[src/rtl/pipeline_ctrl.sv]
// Hazard, forwarding and memory-freeze controller for the 5-stage RV32I pipeline.
// Define PERF_CNT_EN to add the stall_cnt/flush_cnt performance counters.
module pipeline_ctrl #(
    parameter int unsigned REG_ADDR_WIDTH = 5,
    parameter int unsigned MEM_TIMEOUT    = 64
`ifdef PERF_CNT_EN
    ,
    parameter int unsigned CNT_WIDTH      = 32
`endif
) (
    input  logic                      clk,
    input  logic                      rst_n,
    input  logic [REG_ADDR_WIDTH-1:0] Rs1_D,
    input  logic [REG_ADDR_WIDTH-1:0] Rs2_D,
    input  logic [REG_ADDR_WIDTH-1:0] Rs1_E,
    input  logic [REG_ADDR_WIDTH-1:0] Rs2_E,
    input  logic [REG_ADDR_WIDTH-1:0] Rd_E,
    input  logic                      Load_E,
    input  logic                      PCSrc_E,
    input  logic [REG_ADDR_WIDTH-1:0] Rd_M,
    input  logic                      RegWrite_M,
    input  logic [REG_ADDR_WIDTH-1:0] Rd_W,
    input  logic                      RegWrite_W,
    input  logic                      dmem_req_M,
    input  logic                      dmem_ready,
    input  logic                      imem_ready,
    output logic                      Stall_F,
    output logic                      Stall_D,
    output logic                      Stall_E,
    output logic                      Stall_M,
    output logic                      Stall_W,
    output logic                      Flush_D,
    output logic                      Flush_E,
    output logic [1:0]                ForwardA_E,
    output logic [1:0]                ForwardB_E,
    output logic                      mem_err
`ifdef PERF_CNT_EN
    ,
    output logic [CNT_WIDTH-1:0]      stall_cnt,
    output logic [CNT_WIDTH-1:0]      flush_cnt
`endif
);

    localparam int unsigned WAIT_W = $clog2(MEM_TIMEOUT + 1);

    typedef enum logic [1:0] {
        BOOT     = 2'd0,
        RUN      = 2'd1,
        MEM_WAIT = 2'd2,
        HALT     = 2'd3
    } state_e;

    state_e              state_q, state_d;
    logic [WAIT_W-1:0]   wait_cnt_q, wait_cnt_d;
    logic                mem_err_q, mem_err_d;
    logic                load_use;
    logic                run_rules;

    always_comb begin
        load_use = Load_E && (Rd_E != '0) && ((Rd_E == Rs1_D) || (Rd_E == Rs2_D));
    end

    // Next state and same-cycle stall/flush control.
    always_comb begin
        state_d    = state_q;
        wait_cnt_d = wait_cnt_q;
        mem_err_d  = mem_err_q;
        run_rules  = 1'b0;
        Stall_F    = 1'b0;
        Stall_D    = 1'b0;
        Stall_E    = 1'b0;
        Stall_M    = 1'b0;
        Stall_W    = 1'b0;
        Flush_D    = 1'b0;
        Flush_E    = 1'b0;

        unique case (state_q)
            BOOT: begin
                Flush_D = 1'b1;
                Flush_E = 1'b1;
                state_d = RUN;
            end
            RUN: begin
                wait_cnt_d = '0;
                if (dmem_req_M && !dmem_ready) begin
                    {Stall_F, Stall_D, Stall_E, Stall_M, Stall_W} = 5'b11111;
                    wait_cnt_d = WAIT_W'(1);
                    state_d    = MEM_WAIT;
                end else begin
                    run_rules = 1'b1;
                end
            end
            MEM_WAIT: begin
                if (!dmem_ready) begin
                    {Stall_F, Stall_D, Stall_E, Stall_M, Stall_W} = 5'b11111;
                    // Counter holds the frozen-cycle count including this one; stops at the limit.
                    if ((32'(wait_cnt_q) + 32'd1) >= MEM_TIMEOUT) begin
                        wait_cnt_d = WAIT_W'(MEM_TIMEOUT);
                        mem_err_d  = 1'b1;
                        state_d    = HALT;
                    end else begin
                        wait_cnt_d = wait_cnt_q + WAIT_W'(1);
                    end
                end else begin
                    run_rules  = 1'b1;
                    wait_cnt_d = '0;
                    state_d    = RUN;
                end
            end
            HALT: begin
                {Stall_F, Stall_D, Stall_E, Stall_M, Stall_W} = 5'b11111;
            end
            default: begin
                state_d = BOOT;
            end
        endcase

        if (run_rules) begin
            if (PCSrc_E) begin
                Flush_D = 1'b1;
                Flush_E = 1'b1;
            end else if (load_use) begin
                Stall_F = 1'b1;
                Stall_D = 1'b1;
                Flush_E = 1'b1;
            end else if (!imem_ready) begin
                Stall_F = 1'b1;
                Flush_D = 1'b1;
            end
        end
    end

    // Operand forwarding; the younger result in M wins over W.
    always_comb begin
        ForwardA_E = 2'b00;
        ForwardB_E = 2'b00;
        if (RegWrite_M && (Rd_M != '0) && (Rd_M == Rs1_E)) begin
            ForwardA_E = 2'b10;
        end else if (RegWrite_W && (Rd_W != '0) && (Rd_W == Rs1_E)) begin
            ForwardA_E = 2'b01;
        end
        if (RegWrite_M && (Rd_M != '0) && (Rd_M == Rs2_E)) begin
            ForwardB_E = 2'b10;
        end else if (RegWrite_W && (Rd_W != '0) && (Rd_W == Rs2_E)) begin
            ForwardB_E = 2'b01;
        end
    end

    always_ff @(posedge clk or negedge rst_n) begin
        if (!rst_n) begin
            state_q    <= BOOT;
            wait_cnt_q <= '0;
            mem_err_q  <= 1'b0;
        end else begin
            state_q    <= state_d;
            wait_cnt_q <= wait_cnt_d;
            mem_err_q  <= mem_err_d;
        end
    end

    assign mem_err = mem_err_q;

`ifdef PERF_CNT_EN
    logic [CNT_WIDTH-1:0] stall_cnt_q, stall_cnt_d;
    logic [CNT_WIDTH-1:0] flush_cnt_q, flush_cnt_d;
    logic                 branch_fire;

    // Saturating counters; a branch counts only when it wins the RUN priority.
    always_comb begin
        stall_cnt_d = stall_cnt_q;
        flush_cnt_d = flush_cnt_q;
        branch_fire = run_rules && PCSrc_E;
        if (Stall_F && (stall_cnt_q != '1)) begin
            stall_cnt_d = stall_cnt_q + CNT_WIDTH'(1);
        end
        if (branch_fire && (flush_cnt_q != '1)) begin
            flush_cnt_d = flush_cnt_q + CNT_WIDTH'(1);
        end
    end

    always_ff @(posedge clk or negedge rst_n) begin
        if (!rst_n) begin
            stall_cnt_q <= '0;
            flush_cnt_q <= '0;
        end else begin
            stall_cnt_q <= stall_cnt_d;
            flush_cnt_q <= flush_cnt_d;
        end
    end

    assign stall_cnt = stall_cnt_q;
    assign flush_cnt = flush_cnt_q;
`endif

endmodule

[config.mk]
export PLATFORM = sky130hd
export DESIGN_NAME = pipeline_ctrl
export DESIGN_NICKNAME = d
export VERILOG_FILES = /design/src/rtl/pipeline_ctrl.sv
export SDC_FILE = /design/constraint.sdc
export NUM_CORES = 1
export LEC_CHECK = 0
export CAP_MARGIN = 40
export CORE_ASPECT_RATIO = 1.25
export CORE_MARGIN = 3
export CORE_UTILIZATION = 43
export CTS_CLUSTER_SIZE = 28
export DETAILED_ROUTE_END_ITERATION = 6
export GPL_ROUTABILITY_DRIVEN = 0
export PLACE_DENSITY_LB_ADDON = 0.25
export REMOVE_ABC_BUFFERS = 1
export SYNTH_ARGS = -nofsm -noshare
export SYNTH_HDL_FRONTEND = slang
export SYNTH_SLANG_ARGS = --single-unit
[constraint.sdc]
create_clock -name clk -period 4.7 [get_ports clk]
set_clock_uncertainty 0.2 [all_clocks]
set_input_delay 0.94 -clock clk [delete_from_list [all_inputs] [get_ports clk]]
set_output_delay 0.94 -clock clk [all_outputs]
set_load 0.01 [all_outputs]
==> results by group, run 1 <==
STA
  – Endpoints failing setup: 0
  – Setup total negative slack: 0 ns
  – Max-Slew Margin vs Limit: 0.689
  – Tmin final: 4.22 ns
  – Slew Viols, Final: 0
  – Slew @ Worst Pin: 0.463 ns
  – Crit share post-route: 0.898
  – Fmax: 237 MHz
  – Hold Fails Final Rpt: 0
  – RSZ-0062 raised after global routing: false

Setup path
  – Reg2reg start: state_q[0]
  – Startpoint Class: primary input
  – Req. time, crit path: 3.56 ns
  – CP endpoint kind: primary output
  – Crit path DAT: 3.08 ns
  – Critical path type: in -> out
  – Worst setup path startpoint: Rd_E[1]
  – Max FO, Critical Path: 4

Placed design
  – Placed insts: 220
  – Dpl hpwl: 2660 um
  – IO buf count: 55

Hold path
  – Hold WC Path Type: reg -> reg
  – Hold path start: mem_err

Layout
  – Commonest non-fill, non-tap cell in the layout: clkdlybuf4s50_1
  – Final Util: 0.702
  – Share of cells above drive strength 1: 0.0474
  – Post-layout net count: 243
  – Filler cells: 200
  – Storage cell area: 250 um^2
  – Post-Layout Cell Count: 223
  – Multi-input logic area: 826 um^2
  – Commonest cells after routing, fill and taps aside: clkdlybuf4s50_1 (55), xnor2_1 (16), xor2_1 (14)
  – Area growth from synthesis to layout: 52.9%
  – # diodes: 0

Detailed routing
  – Avg Vias per Cell: 5.14
  – DRC viols: 0
  – 1st-pass router iterations: 4
  – Overall routed net length: 3060 um
  – Vias: 1147
  – Initial drt markers: 31
  – WL/cell: 13.7 um
  – Remaining antenna violation count: 0

Clocking
  – Hold-fix buffer count after cts: 0
  – Post-CTS resize count: 0
  – Clock Tree Buf Depth: 2
  – CTS tree: built
  – Setup bufs post-CTS: 0
  – Total CTS buffers: 3
  – H-tree depth: 1
  – Worst-Skew Late Latency: 0.27 ns
  – CTS root buf: clkbuf_4
  – Clock net sink count: 10
  – Clk slew on worst S/H paths: 0.05 ns

Synthesis
  – Sequential share of the synthesized area: 0.222
  – #FFs+latches synth: 10
  – Ranking of synthesized cells by area: dfrtp_1 (22%), xnor2_1 (12%), xor2_1 (11%)
  – Area share of the largest cell type after synthesis: 0.222
  – EDFF count, synth: 0
  – Post-Syn Area: 1120 um^2
  – Avg Inst Size Synth: 8.33 um^2
  – Yosys Warn Count: 0
  – Post-synth top flop: dfrtp_1
  – Synth area leader: dfrtp_1
  – Async SR Flop Fraction: 1.00
  – Distinct cells, synth: 34
  – Synthesized instance count: 135

Die
  – Horiz. Die Dim: 51.7 um
  – Die height: 63.2 um
  – Starting density of the core: 0.459
  – Core box area: 2450 um^2
  – Row count: 20
  – DIE AREA: 3270 um^2
  – Top Ports: 56

Pwr
  – Pwr Total: 520 uW
  – Maximum VDD drop: 0.000462 V
  – P_leak: 0.000668 uW
  – PwrDens: 302 nW/um^2

Global route
  – Initial antenna violation count: 0
  – Largest net degree at the start of global routing: 14
  – GRT Util Overall: 0.196
  – Grt ovf: 0
  – Vias in the first global route: 1140
  – First-pass GRT wire length: 5090 um

Run
  – Max_cap viols: 0

Run status
  – Status: complete, no violations
## synthesized netlist by cell type, types with 2 or more instances
library cell / count
xnor2_1: 16
xor2_1: 14
dfrtp_1: 10
nand2_1: 10
o21ai_0: 9
inv_1: 8
ha_1: 7
nand3_1: 6
nand2b_1: 5
or4_1: 5
a21oi_1: 4
nor2_1: 4
o22ai_1: 4
and3_1: 3
nor4_1: 3
a31oi_1: 2
buf_4: 2
mux2i_1: 2
nor4_2: 2
o21ai_1: 2
o2bb2ai_1: 2
o31ai_1: 2
or2_2: 2
## cell families (layout without fill, tap and decap cells)
logic type,count (synthesis),count (layout),synth area share
simple gates,44,44,0.225
compound gates,30,30,0.170
xor+xnor,30,30,0.234
buf+inv,11,66,0.0434
flops,10,10,0.222
fa+ha+maj,7,7,0.0779
mux,3,3,0.0278
## flip-flops by register name, summed over array words and instances, names as in the netlist
name,flops
wait_cnt_q,7
mem_err,1
state_q,2
## path summary, 6_finish.rpt
kind                            depth (start not counted)       endpoint  slack, ns
worst max register to register                          7     state_q[1]       2.65
max in group asynchronous                               1     state_q[1]       3.19
worst min-delay path                                    1        mem_err       0.28
worst min register to register                          1        mem_err       0.28
min in group asynchronous                               1  wait_cnt_q[1]       0.78
worst max-delay path                                    6        Flush_D       0.48
## layout make-up
cell class / count / area share
clock buffers: 3 / 0.0131
inverters: 8 / 0.0175
multi-input cells: 114 / 0.480
flip-flops and latches: 10 / 0.145
well taps: 33 / 0.0240
repair buffers: 55 / 0.320
## through the flow
stage          setup slack, ns  hold slack [ns]  cell area (um^2)
2_1_floorplan             1.47            0.297              1110
3_3_place_gp             0.500            0.256              1700
3_5_place_dp             0.476            0.274              1700
4_1_cts                  0.473            0.290              1720
5_1_grt                  0.379            0.320              1720
6_report                 0.480            0.279              1720
## worst max-delay path: stages
cell	delay, ns
clkdlybuf4s50_1	0.46
or4_1	0.55
o21a_1	0.22
and3_1	0.18
a221oi_2	0.17
clkdlybuf4s50_1	0.57
## layer usage
metal | track usage | part of all wire | vias to the layer above
li1 | - | - | 593
met1 | 0.245 | 0.43 | 516
met2 | 0.334 | 0.49 | 36
met3 | 0.0378 | 0.070 | 2
met4 | 0.0557 | 0.0052 | 0
met5 | 0 | 0 | -
## report_power, final
part           total [uW]  leakage [uW]  internal [uW]  switching (uW)
clock                57.9     0.0000138           29.5            28.4
combinational         350      0.000519            181             169
sequential            112      0.000135           98.8            13.2
total                 520      0.000668            309             210
(Power assumes the default switching activity.)
==> run 2, diff against run 1 <==
CORE_MARGIN = unset   (was 3)
==> run 2 against run 1 <==
Routed wire length shrank 4.4%; fmax decreased by 0.50%; combinational power is essentially flat; die area is 14% lower; total power is 3.5% higher; global-route usage increased by 1.5 points; non-clock buffer count unchanged; sequential power is essentially flat; final area is 0.80% higher; utilization is 0.56 points higher; critical path type unchanged; register-to-register slack barely moved.
==> results by group, run 2 (same netlist as run 1, synthesis figures left out) <==
Layout
  – Commonest cells after routing, fill and taps aside: clkdlybuf4s50_1 (55), xnor2_1 (16), xor2_1 (14)
  – Share of cells above drive strength 1: 0.0524 (+0.00499)
  – Max reg flops: 7 (unchanged)
  – Storage cell area: 250 um^2 (unchanged)
  – Multi-input logic area: 826 um^2 (unchanged)
  – Area growth from synthesis to layout: 54.2%
  – Filler cells: 198 (-1.0%)
  – Commonest non-fill, non-tap cell in the layout: clkdlybuf4s50_1
  – Finished Cell Area: 1730 um^2 (+0.80%)
  – Largest Register: wait_cnt_q
  – # diodes: 0 (unchanged)
  – Post-layout net count: 243 (unchanged)

Global route
  – Largest net degree at the start of global routing: 14 (unchanged)
  – First-pass GRT wire length: 4400 um (-14%)
  – Met1 Usage GRT: 0.233 (-0.0119)
  – Busiest grt layer: met2
  – Grt ovf: 0 (unchanged)
  – M2 GR Usage: 0.373 (+0.0382)
  – Met3 usage: 0.0366 (-0.00124)
  – Vias in the first global route: 1087 (-4.6%)
  – Initial antenna violation count: 0 (unchanged)
  – GRT Util Overall: 0.211 (+0.0147)

Die
  – Top Ports: 56 (unchanged)
  – Core box area: 2450 um^2 (unchanged)
  – Starting density of the core: 0.459 (unchanged)
  – Horiz. Die Dim: 47.7 um (-7.7%)
  – Row count: 20 (unchanged)
  – DIE AREA: 2830 um^2 (-14%)
  – Die height: 59.2 um (-6.3%)

STA
  – Endpoints failing setup: 0 (unchanged)
  – Max-Slew Margin vs Limit: 0.694 (+0.00535)
  – Setup WS post-layout: 0.459 ns (-0.0212 ns)
  – Crit share post-route: 0.902 (+0.00451)
  – Setup total negative slack: 0 ns (unchanged)
  – Fmax: 236 MHz (-0.50%)
  – RSZ-0062 raised after global routing: false
  – Hold Fails Final Rpt: 0 (unchanged)
  – Hold slack: 0.284 ns (+0.00460 ns)
  – Tmin final: 4.24 ns (+0.0212 ns)
  – Slew Viols, Final: 0 (unchanged)
  – Slew @ Worst Pin: 0.458 ns (-0.00518 ns)

Detailed routing
  – Initial drt markers: 15 (-52%)
  – WL/cell: 13.1 um (-4.8%)
  – DRC viols: 0 (unchanged)
  – 1st-pass router iterations: 4 (unchanged)
  – Overall routed net length: 2930 um (-4.4%)
  – Vias: 1186 (+3.4%)
  – Remaining antenna violation count: 0 (unchanged)
  – Avg Vias per Cell: 5.29 (+2.9%)

Placed design
  – Dpl hpwl: 2500 um (-5.9%)
  – IO buf count: 55 (unchanged)
  – Dpl ws: 0.449 ns (-0.0278 ns)
  – Placed cell areas: 1700 um^2 (unchanged)

Clocking
  – Clock Tree Buf Depth: 2 (unchanged)
  – Clk slew on worst S/H paths: 0.07 ns (+0.02 ns)
  – Total CTS buffers: 3 (unchanged)
  – CTS root buf: clkbuf_4
  – Post-CTS resize count: 0 (unchanged)
  – CTS tree: built
  – Setup bufs post-CTS: 0 (unchanged)
  – H-tree depth: 1 (unchanged)
  – Clock net sink count: 10 (unchanged)
  – Hold-fix buffer count after cts: 0 (unchanged)
  – Worst-Skew Late Latency: 0.27 ns (about the same)

Setup path
  – Crit path DAT: 3.10 ns (+0.02 ns)
  – Delay-heaviest family, CP: buffers and inverters
  – Critical path type: in -> out
  – Max incr delay on CP: 0.58 ns (about the same)
  – Max FO, Critical Path: 4 (unchanged)
  – CP bufs+invs: 2 (unchanged)
  – Setup slack, reg-to-reg: 2.65 ns (about the same)
  – Slowest CP cell: clkdlybuf4s50_1
  – CP cell instances: clkdlybuf4s50_1 > or4_1 > o21a_1 > and3_1 > a221oi_2 > clkdlybuf4s50_1
  – Startpoint Class: primary input
  – CP endpoint kind: primary output
  – CP most frequent cell: clkdlybuf4s50_1
  – Req. time, crit path: 3.56 ns (about the same)

Hold path
  – Hold WC Path Type: reg -> reg

Pwr
  – P_leak: 0.000675 uW (+1.1%)
  – Maximum VDD drop: 0.000353 V (-24%)
  – PwrDens: 310 nW/um^2 (+2.6%)

Run
  – Max_cap viols: 0 (unchanged)

Run status
  – Status: complete, no violations
run 2: layout make-up:
cell class	instances	share of cell area
Clock buffer	4	0.0209
Multi-Input combinational cell	114	0.476
Inverter	8	0.0173
Sequential cell	10	0.144
Tap cell	33	0.0238
Timing Repair Buffer	55	0.317
run 2: per-stage QoR:
stage / utilization / instances / total power [uW]
after global routing: 0.707 / 224 / 585
final: 0.707 / 224 / 538
after floorplan: - / 132 / 307
after detailed placement: 0.692 / 220 / 464
after global placement: 0.692 / 220 / 453
after CTS: 0.707 / 224 / 544
run 2: worst register-to-register path, cell delays in order, from the launching register on:
cell      delay [ns]
dfrtp_1         0.43
inv_1           0.12
ha_1            0.26
nand2b_1        0.15
a311oi_1        0.31
nor2_1          0.17
nand2_1         0.14
mux2i_1         0.19
run 2: report_power, final:
group | switching [uW] | internal, uW
Clock | 30.3 | 47.0
Sequential | 12.8 | 98.7
Combinational | 168 | 180
run 2: worst paths after layout:
kind / end / start / depth (start not counted)
setup / recovery: Flush_D / Rd_E[1] / 6
hold / removal: mem_err / mem_err / 1
setup reg to reg: state_q[1] / state_q[0] / 7
hold reg to reg: mem_err / mem_err / 1
max in group asynchronous: wait_cnt_q[3] / rst_n / 1
min in group asynchronous: mem_err / rst_n / 1
run 2: layer usage:
metal / part of all wire / up-vias
met3: 0.073 / 6
met5: 0 / -
met1: 0.41 / 548
met4: 0.012 / 0
met2: 0.51 / 35
li1: - / 597
==> run 3, diff against run 2 <==
SLEW_MARGIN = 20   (was unset)
==> results of run 3 <==
No change in the layout: final DEF, timing and power equal those of run 2.
==> patch 1 (flow settings as in run 1) <==
Encoding of `state_e`: now one-hot (4 bits for 4 states).
--- a/src/rtl/pipeline_ctrl.sv
+++ b/src/rtl/pipeline_ctrl.sv
@@ -43,11 +43,11 @@
 
     localparam int unsigned WAIT_W = $clog2(MEM_TIMEOUT + 1);
 
-    typedef enum logic [1:0] {
-        BOOT     = 2'd0,
-        RUN      = 2'd1,
-        MEM_WAIT = 2'd2,
-        HALT     = 2'd3
+    typedef enum logic [3:0] {
+        BOOT     = 4'b0001,
+        RUN      = 4'b0010,
+        MEM_WAIT = 4'b0100,
+        HALT     = 4'b1000
     } state_e;
 
     state_e              state_q, state_d;
Behaviour: no difference found for any inputs over 10 cycles, from zero or initial values and one cycle with rst_n low; not proved beyond that.
==> patch 1 against run 1 <==
Largest cell class unchanged; synthesized cell count up 5.2%; sequential cell count up 2; die area is 5.4% higher; design area is 3.9% higher; setup slack better by 0.015 ns; routed wire length fell by 0.75%; synthesized area rose by 6.0%; sequential share of layout area increased by 2.3 points; count of clock-buffer cells in the layout grew 1.
Power is not compared: it rests on default switching activity, and its combinational part moved more than twofold at a synthesized area within 25%.
==> patch 1: results (changes against run 1) <==
{| class="wikitable"
! Metric !! Value
|-
| Fillcell total || 203 (+1.5%)
|-
| Crit path arrival time || 3.07 ns (about the same)
|-
| Tightest hold margin || 0.294 ns (+0.0146 ns)
|-
| XOR/XNOR share of the synthesized area || 0.242 (+0.00880)
|-
| Fraction of synthesized area in multiplexers || 0 (-0.0278)
|-
| Worst setup slack before clock tree synthesis || 0.485 ns (+0.00819 ns)
|-
| Crit path max fanout || 3 (-1)
|-
| Distinct cells, synth || 45 (+32%)
|-
| Length of the first detailed-routing pass in iterations || 4 (unchanged)
|-
| Antenna Cells || 0 (unchanged)
|-
| Placed Instances || 224 (+1.8%)
|-
| Average instance area after synthesis || 8.40 um^2 (+0.78%)
|-
| GRT Resource Usage Total || 0.191 (-0.00488)
|-
| Met3 layer usage reported by global route || 0.0299 (-0.00794)
|-
| Sequential area share after synthesis || 0.253 (+0.0304)
|-
| Switching part of the total power || 0.251
|-
| Average wire per cell in the routed design || 13.3 um (-2.9%)
|-
| Wire length of the first global-routing pass || 5.18 mm (+1.7%)
|-
| Outcome || complete, no violations
|-
| Compound-cell area share of the yosys netlist || 0.196 (+0.0260)
|-
| Routed wire length || 3.04 mm (-0.75%)
|-
| Layout cell share with drive strength beyond 1 || 0.0615 (+0.0142)
|-
| Post-Synth Adder-Cell Area || 0.0105 (-0.0674)
|-
| Placed cell areas || 0.00175 mm^2 (+3.1%)
|-
| Number of DRC markers in iteration 0 || 39 (+26%)
|-
| Half-perimeter wire length of the detailed placement result || 2.57 mm (-3.3%)
|-
| Most frequent cells after synthesis || xor2_1 (26), dfrtp_1 (11), nand2_1 (10), o21ai_0 (10), nor2_1 (8)
|-
| Met2 usage in global routing || 0.368 (+0.0336)
|-
| Met1 track utilization from global routing || 0.200 (-0.0452)
|-
| Cell depth of the worst flop-to-flop path || 4 (-3)
|-
| Post-Route Utilization || 0.707 (+0.00540)
|-
| Nets@finish || 241 (-0.82%)
|-
| Overall via count from detail_route || 1267 (+10%)
|}
[patch 1: layer usage]
layer	part of all wire	vias to the layer above
met3	0.057	6
met2	0.55	47
met5	0	-
li1	-	625
met1	0.38	589
met4	0.013	0
[patch 1: power groups by stage]
stage               logic [uW]  registers (uW)  clock network (uW)
finish                    77.3             103                84.1
global route              84.2             103                90.6
CTS                       77.7             103                83.3
detailed placement        77.4             105                   0
global placement          75.3             105                   0
floorplan                 25.1             105                   0
[patch 1: area by class of cell]
cell class	instances	share of cell area
flip-flops and latches	12	0.169
well taps	33	0.0231
inverters	4	0.00840
multi-input cells	120	0.471
clock buffers	4	0.0203
repair buffers	55	0.308
[patch 1: path summary, 6_finish.rpt]
kind,start,end,slack (ns)
setup reg to reg,state_q[2],wait_cnt_q[4],2.76
max in group asynchronous,rst_n,state_q[0],3.13
hold reg to reg,mem_err,mem_err,0.29
hold / removal,mem_err,mem_err,0.29
min in group asynchronous,rst_n,wait_cnt_q[5],0.80
setup / recovery,Rd_M[2],ForwardA_E[0],0.49
[patch 1: cell families (layout without fill, tap and decap cells)]
kind of cell / count (synthesis) / count (layout)
adder cells (fa/ha/maj): 1 / 1
flip-flops: 12 / 12
AND/OR/NAND/NOR: 51 / 51
buffers and inverters: 10 / 63
AO/OA/AOI/OAI: 35 / 35
XOR/XNOR: 33 / 33
[patch 1: critical path, cell delays in order]
cell             delay [ns]
clkdlybuf4s50_1        0.49
or4_4                  0.54
o21ai_2                0.14
nor4_1                 0.09
nor4_2                 0.28
clkdlybuf4s50_1        0.58
==> patch 2 (flow settings as in run 1) <==
Without the edit above. Add a define of `PERF_CNT_EN`.
--- a/src/rtl/pipeline_ctrl.sv
+++ b/src/rtl/pipeline_ctrl.sv
@@ -1,5 +1,7 @@
 // Hazard, forwarding and memory-freeze controller for the 5-stage RV32I pipeline.
 // Define PERF_CNT_EN to add the stall_cnt/flush_cnt performance counters.
+`define PERF_CNT_EN
+
 module pipeline_ctrl #(
     parameter int unsigned REG_ADDR_WIDTH = 5,
     parameter int unsigned MEM_TIMEOUT    = 64
Function (old outputs only; new: flush_cnt and stall_cnt): kept (Yosys induction, for registers that start in step).
==> patch 2 against run 1 <==
Synthesized area rose to 3.8 times the old value; via count rose to 3.1 times the old value; utilization down 8.0 points; routed wire length rose to 3.2 times the old value; design area rose to 3.4 times the old value; total power rose to 3.9 times the old value; setup slack worse by 0.17 ns; global-route usage down 1.2 points; sequential cell count up 64; largest cell class unchanged; highest routed layer unchanged.
==> patch 2: results (changes against run 1) <==
{| class="wikitable"
! Metric !! Value
|-
| Placed cell areas || 0.00557 mm^2 (+230%)
|-
| Worst setup slack before clock tree synthesis || 0.315 ns (-0.161 ns)
|-
| Tap cells || 123 (+270%)
|-
| Register bit total from synthesis || 74 (+64)
|-
| Reg-to-reg slack, setup || 1.76 ns (-0.89 ns)
|-
| Outcome || complete, no violations
|-
| Routed wire length on met3 || 602 um (+180%)
|-
| Distinct cells, synth || 51 (+50%)
|-
| Clock distribution area overhead in the final layout || 0.0443 (+0.0312)
|-
| Number of DRC markers in iteration 0 || 110 (+250%)
|-
| Crit path max fanout || 3 (-1)
|-
| Non-clock buffering overhead in the final layout || 0.211 (-0.109)
|-
| Half-perimeter wire length of the detailed placement result || 7.43 mm (+180%)
|-
| Placed Instances || 662 (+200%)
|-
| Area occupied by multi-input gates || 0.00227 mm^2 (+170%)
|-
| Highest metal used || met4
|-
| Sequential fraction of design power || 0.380 (+0.165)
|-
| Clock Tree Root || clkbuf_16
|-
| Vias in the first global route || 3540 (+210%)
|-
| Post-Route Utilization || 0.622 (-0.0800)
|-
| Inverter count || 16 (+8)
|-
| Average wire per cell in the routed design || 14.3 um (+4.5%)
|-
| Clock latency on the worst-skew pair || 0.33 ns (+0.06 ns)
|-
| Crit path arrival time || 3.25 ns (+0.17 ns)
|-
| Leak Pwr || 0.00254 uW (+280%)
|-
| Most frequent cells after synthesis || dfrtp_1 (74), xor2_1 (56), xnor2_1 (36)
|-
| Maximum number of pins on one net before global-route repair || 67 (+53)
|-
| Nets@finish || 602 (+150%)
|-
| Sequential area share after synthesis || 0.438 (+0.215)
|-
| Hold crit path type || primary input to asynchronous set/reset pin
|-
| Capturing instance or port of the critical path || ForwardB_E[0]
|-
| Wire length of the first global-routing pass || 16.2 mm (+220%)
|-
| Worst flop-to-flop path endpoint || stall_cnt[1]
|-
| Layout cell share with drive strength beyond 1 || 0.0649 (+0.0175)
|-
| Worst-case headroom to the max-slew limit || 0.588 (-0.100)
|-
| Time the worst path needs with I/O delays and setup || 4.39 ns (+0.170 ns)
|-
| GRT Resource Usage Total || 0.184 (-0.0123)
|-
| PortBufs || 119 (+120%)
|-
| Fillcell total || 804 (+300%)
|-
| Switching part of the total power || 0.319 (-0.0857)
|-
| Register area || 0.00185 mm^2 (+640%)
|-
| Inserted Clock Buffers || 9 (+6)
|-
| Non-clock buffer total of the final layout || 122 (+120%)
|-
| Routed wire length || 9.72 mm (+220%)
|-
| Top cells by area, synth || dfrtp_1 (44%), xor2_1 (12%), xnor2_1 (7.5%)
|-
| Post-Route M1 WL || 4.22 mm (+220%)
|-
| Overall via count from detail_route || 3590 (+210%)
|-
| CP Launch Point || Rd_M[1]
|-
| H-Tree Depth || 3 (+2)
|}
-- patch 2: cell count changes after synthesis, moves of 5 or more --
cell,delta
dfrtp_1,+64
nand4_1,+15
nor2_1,+26
nor3_1,+15
nand2_1,+20
or3_1,+6
xnor2_1,+20
nor4_1,+14
xor2_1,+42
inv_1,+8
nand3_1,+22
nor4b_1,+5
-- patch 2: critical path, cell delays in order --
cell,delay (ns)
clkdlybuf4s50_1,0.46
or4_1,0.54
o21ai_0,0.24
nor4_1,0.12
nor4_1,0.35
clkdlybuf4s50_1,0.61
-- patch 2: kinds of logic after synthesis --
kind of cell | after synthesis | share of synthesized area
AOI/OAI and AO/OA | 35 | 0.0609
xor gates and xnor gates | 92 | 0.190
adders and majority gates | 8 | 0.0237
buffers and inverters | 25 | 0.0260
DFF | 74 | 0.438
muxes | 3 | 0.00799
and+or+nand+nor | 189 | 0.253
